==> src/rtl/serial_capture.sv <==
// serial_capture: LSB-first serial-to-parallel deserializer feeding a small
// output FIFO. It keeps a sticky overflow flag and a count of accepted words.
module serial_capture #(
  parameter int WIDTH = 8,  // bits per assembled word
  parameter int DEPTH = 4   // FIFO depth in words, power of two, >= 2
) (
  input  logic             clk,
  input  logic             rst,        // asynchronous, active-low
  input  logic             datain,
  input  logic             en,
  input  logic             flush,
  output logic [WIDTH-1:0] word_out,
  output logic             word_valid,
  input  logic             word_ready,
  output logic             overflow,
  output logic [15:0]      word_count
);

  localparam int CNT_W = (WIDTH > 1) ? $clog2(WIDTH) : 1;
  localparam int PTR_W = $clog2(DEPTH);

  typedef enum logic {
    IDLE  = 1'b0,
    SHIFT = 1'b1
  } state_e;

  // Deserializer state
  state_e             state_q, state_d;
  logic [CNT_W-1:0]   bit_cnt_q, bit_cnt_d;
  logic [WIDTH-1:0]   shreg_q, shreg_d;

  // FIFO state. Each pointer carries one extra wrap bit so that full and
  // empty can be told apart without a separate occupancy counter.
  logic [WIDTH-1:0]   mem [DEPTH];
  logic [PTR_W:0]     wr_ptr_q, wr_ptr_d;
  logic [PTR_W:0]     rd_ptr_q, rd_ptr_d;

  logic               overflow_q, overflow_d;
  logic [15:0]        word_count_q, word_count_d;

  logic               fifo_empty;
  logic               fifo_full;
  logic               pop;
  logic               last_bit;
  logic               complete;
  logic               push;
  logic [WIDTH-1:0]   full_word;

  // Next-state logic for the deserializer, the FIFO pointers and the status
  // flags.
  always_comb begin
    // NOTE: every signal gets a default before any branch. Without one, a
    // path that skips an assignment would infer a latch.
    state_d      = state_q;
    bit_cnt_d    = bit_cnt_q;
    shreg_d      = shreg_q;
    wr_ptr_d     = wr_ptr_q;
    rd_ptr_d     = rd_ptr_q;
    overflow_d   = overflow_q;
    word_count_d = word_count_q;

    fifo_empty = (wr_ptr_q == rd_ptr_q);
    fifo_full  = (wr_ptr_q[PTR_W] != rd_ptr_q[PTR_W]) &&
                 (wr_ptr_q[PTR_W-1:0] == rd_ptr_q[PTR_W-1:0]);

    // A flush cancels any pop or sample taken on the same edge.
    pop      = !fifo_empty && word_ready && !flush;
    last_bit = en && (bit_cnt_q == CNT_W'(WIDTH - 1));
    complete = last_bit && !flush;

    // Bits above the counter are always zero in the partial word. OR-ing in
    // the incoming bit at the top therefore gives the finished word.
    full_word = shreg_q | (WIDTH'(datain) << (WIDTH - 1));

    // A full FIFO can still take the word if the head leaves on this edge.
    push = complete && (!fifo_full || pop);

    if (flush) begin
      state_d   = IDLE;
      bit_cnt_d = '0;
      shreg_d   = '0;
      wr_ptr_d  = '0;
      rd_ptr_d  = '0;
    end else begin
      if (en) begin
        if (last_bit) begin
          // The counter wraps whether the word is accepted or dropped.
          state_d   = IDLE;
          bit_cnt_d = '0;
          shreg_d   = '0;
        end else begin
          state_d            = SHIFT;
          bit_cnt_d          = bit_cnt_q + CNT_W'(1);
          shreg_d[bit_cnt_q] = datain;
        end
      end

      if (pop) begin
        rd_ptr_d = rd_ptr_q + (PTR_W+1)'(1);
      end

      if (push) begin
        wr_ptr_d     = wr_ptr_q + (PTR_W+1)'(1);
        word_count_d = word_count_q + 16'd1;
      end else if (complete) begin
        overflow_d = 1'b1;
      end
    end
  end

  // FSM and control registers, cleared asynchronously by reset.
  always_ff @(posedge clk or negedge rst) begin
    if (!rst) begin
      state_q      <= IDLE;
      bit_cnt_q    <= '0;
      shreg_q      <= '0;
      wr_ptr_q     <= '0;
      rd_ptr_q     <= '0;
      overflow_q   <= 1'b0;
      word_count_q <= '0;
    end else begin
      // NOTE: sequential state uses non-blocking assignments only. Every
      // flop then samples its pre-edge inputs, regardless of statement order.
      state_q      <= state_d;
      bit_cnt_q    <= bit_cnt_d;
      shreg_q      <= shreg_d;
      wr_ptr_q     <= wr_ptr_d;
      rd_ptr_q     <= rd_ptr_d;
      overflow_q   <= overflow_d;
      word_count_q <= word_count_d;
    end
  end

  // FIFO storage write port.
  // NOTE: the storage array has no reset on purpose. The pointers define
  // which entries are valid, and word_out is masked while the FIFO is empty.
  always_ff @(posedge clk) begin
    if (push) begin
      mem[wr_ptr_q[PTR_W-1:0]] <= full_word;
    end
  end

  assign word_valid = (wr_ptr_q != rd_ptr_q);
  assign word_out   = word_valid ? mem[rd_ptr_q[PTR_W-1:0]] : '0;
  assign overflow   = overflow_q;
  assign word_count = word_count_q;

endmodule

==> config.mk <==
export PLATFORM = sky130hd
export DESIGN_NAME = serial_capture
export DESIGN_NICKNAME = d
export VERILOG_FILES = /design/src/rtl/serial_capture.sv
export SDC_FILE = /design/constraint.sdc
export NUM_CORES = 1
export LEC_CHECK = 0
export CELL_PAD_IN_SITES_DETAIL_PLACEMENT = 2
export CELL_PAD_IN_SITES_GLOBAL_PLACEMENT = 2
export CORE_ASPECT_RATIO = 0.8
export CORE_MARGIN = 8
export CORE_UTILIZATION = 41
export CTS_BUF_LIST = sky130_fd_sc_hd__clkbuf_4 sky130_fd_sc_hd__clkbuf_8
export DETAILED_ROUTE_END_ITERATION = 12
export PLACE_DENSITY_LB_ADDON = 0.1
export SYNTH_ARGS = -nofsm -noshare
export SYNTH_HDL_FRONTEND = slang
export SYNTH_SLANG_ARGS = --single-unit
==> constraint.sdc <==
create_clock -name clk -period 2.23 [get_ports clk]
set_input_delay 0.5575 -clock clk [delete_from_list [all_inputs] [get_ports clk]]
set_output_delay 0.5575 -clock clk [all_outputs]
set_load 0.05 [all_outputs]
==> impl_metrics.yaml <==
outcome:
  status: "complete, but fails checks"
  violations: "negative setup slack"
finish:
  n_antenna_cell: 0
  final_cell_mix: "32 x dfrtp_1, 32 x edfxtp_1, 18 x xnor2_1, 15 x clkdlybuf4s50_1, 14 x nor2_1"
  layout.nets: 297
  areaGrowthSynthToFinish_pct: 32.19
  final_cells: 378
  layout-drive-gt1-share: 0.2500
place:
  dp_cells: 357
  io_buffers: 31
  post-dp-hpwl_um: 5680
  place_ws_ns: -0.03907
  gp_congestion: 0.7458
route:
  first_pass_iters: 4
  wl_per_cell_um: 22.55
  drtIter0Drc: 72
  drtAntennaViolNets: 0
  drc_errors: 0
  via_per_inst: 5.437
  num_vias: 2055
  routed_wl_um: 8525
worst_hold_path:
  min-delay-start: "overflow"
  hold_class: "flip-flop to flip-flop"
global_routing:
  grt_antenna_before_repair: 0
  grt_usage: 0.1792
  first_global_vias: 2414
  gr-total-overflow: 0
  grt_pass1_wl_um: 13860
  grt_max_degree: 35
floorplanning:
  num_rows: 28
  fp.dieW_um: 111.9
  io_pins: 32
  die_y_um: 92.72
  design.core.area_um2: 7252
  start_util: 0.4160
  die_area_um2: 10380
timing:
  slew_headroom: 0.5777
  slew_violations: 0
  skew_ns: 0.007974
  tightestPinTransition_ns: 0.6312
  worst_slack_ns: -0.09667
  period_share: 1.043
  min_period_ns: 2.327
  finalHoldViolCount: 0
  rsz0062_at_grt: "true"
  setup-violations-final: 9
  fmax_mhz: 429.8
logic_synthesis:
  synthesis.area_um2: 3017
  synth_cells: 228
  synth_seq_cells: 66
  avgSynthCellArea_um2: 13.23
  ys_warn_count: 0
  syn-num-nets: 242
  synth_cell_type_count: 40
  async_flop_share: 0.5152
  synth_ff_type: "dfrtp_1"
  synth-edff-count: 32
  yosysSeqAreaShare: 0.6006
worst_setup_path:
  worstPathCellList: "xor2_2, nor3_4, buf_6, nor2b_4, buf_6"
  setup.worst_path.end_class: "primary output"
  crit_fanout: 6
  rr_startpoint: "bit_cnt_q[1]"
  startpoint: "wr_ptr_q[1]"
  worstPathRequired_ns: 1.67
  path_class: "flip-flop to primary output"
  critPathSlowestCell: "dfrtp_1"
  cp_common_cell: "buf_6"
  startpoint_type: "flip-flop"
  slowest_delay_ns: 0.50
  crit_arrival_ns: 1.77
power:
  power_density_nw_per_um2: 612.1
  switching_power_mw: 0.5244
  ir_worst_vdd_mv: 0.3205
  internal_power_mw: 1.916
  pwr-share-clk: 0.434
  pwr-share-seq: 0.530
  sw_frac_of_total: 0.2148
  comb_power_share: 0.036
  p_leak_nw: 1.650
cts:
  cts_buffers: 9
  clk_path_buf_depth: 2
  cts_tree: "yes"
  clock_latency_ns: 0.35
  root_buffer: "clkbuf_8"
  cts-htree-levels: 3
  cts.sinks: 66
  cts.clk_slew.worst_paths_ns: 0.07
  holdBufCountCts: 0
run:
  drv_cap: 0
## sequential cells by signal (all words and copies together) (netlist names)
name        count
mem            32
word_count     16
shreg_q         8
bit_cnt_q       3
rd_ptr_q        3
wr_ptr_q        3
overflow        1
## final cells by class
class | count | area, µm²
fillers | 679 | 3264
flip-flops and latches | 66 | 1814
multi-input cells | 148 | 1247
repair buffers | 52 | 584.3
clock buffers | 13 | 166.4
well taps | 90 | 112.6
clock inverters | 3 | 40.04
inverters | 6 | 22.52
## metrics by stage
stage               utilization  setup TNS (ns)  hold slack (ns)  total power [mW]  area (µm²)
floorplan                     -        -0.08475           0.2619             1.355        3019
global placement         0.4921               0           0.4439             1.402        3568
detailed placement       0.4921        -0.06882           0.4479             1.407        3568
CTS                      0.5464          -1.182           0.4687             2.460        3963
global route             0.5499          -1.317           0.4928             2.523        3988
finish                   0.5499         -0.8081           0.4611             2.441        3988
## power by group through the flow
stage | clock network [mW] | registers, mW | logic, mW
floorplan | 0 | 1.31 | 0.0399
global placement | 0 | 1.32 | 0.0848
detailed placement | 0 | 1.32 | 0.0879
CTS | 1.08 | 1.29 | 0.0890
global route | 1.13 | 1.29 | 0.0985
finish | 1.06 | 1.29 | 0.0868
## path summary, 6_finish.rpt
path / to / slack [ns] / cells past startpoint
worst max-delay path: word_out[4] / -0.1 / 5
worst min-delay path: overflow / 0.46 / 1
worst max register to register: word_count[8] / 0.17 / 7
worst min register to register: overflow / 0.46 / 1
max in group asynchronous: wr_ptr_q[0] / 1.24 / 2
min in group asynchronous: word_count[2] / 0.62 / 2
## logic make-up after synthesis
kind of cell,Yosys count,synth area share
flip-flops,66,0.6006
buffers and inverters,14,0.02281
AO/OA/AOI/OAI,27,0.05724
XOR/XNOR,23,0.06927
adder cells (fa/ha/maj),8,0.03318
AND/OR/NAND/NOR,77,0.1402
multiplexers,13,0.07673
## what timing repair did
| item | CTS | global route |
|---|---|---|
| pin swaps | 1 | 1 |
| buffers inserted | 4 | 0 |
| endpoints found under the setup margin | 11 | 14 |
| cloned | 2 | 0 |
| resized for setup | 31 | 13 |
## synth_stat cells (2+ instances only)
library cell | instances | share of area
dfrtp_1 | 34 | 0.28
edfxtp_1 | 32 | 0.32
xnor2_1 | 18 | 0.052
nor2_1 | 14 | 0.017
nand2_1 | 13 | 0.016
a21oi_1 | 10 | 0.017
nand4_1 | 10 | 0.021
o21ai_0 | 9 | 0.015
ha_1 | 8 | 0.033
mux4_2 | 8 | 0.060
nor2b_1 | 8 | 0.017
inv_1 | 6 | 0.0075
and2_1 | 5 | 0.010
clkbuf_1 | 5 | 0.0062
nand2b_1 | 5 | 0.010
mux2i_1 | 4 | 0.013
nor3_1 | 4 | 0.0066
xor2_1 | 4 | 0.012
nand3_1 | 3 | 0.0050
nand3b_1 | 3 | 0.0075
a31oi_1 | 2 | 0.0041
and3_1 | 2 | 0.0041
and4_1 | 2 | 0.0058
buf_6 | 2 | 0.0075
or3_1 | 2 | 0.0041
## worst max-delay path: cells and delay by family, from the launching register on
kind          cells  cell delay, ns
flops             1            0.50
buf+inv           2            0.36
simple gates      2            0.31
xor+xnor          1            0.25
## per-layer routing
layer  routed length, µm  global-route usage  part of all wire
met4                 112             0.06470             0.013
met3                 280             0.05072             0.033
met2                4229              0.2964              0.50
met1                3902              0.2208              0.46
met5                   0                   0                 0
Note: power is estimated with default switching activity, not from simulation.
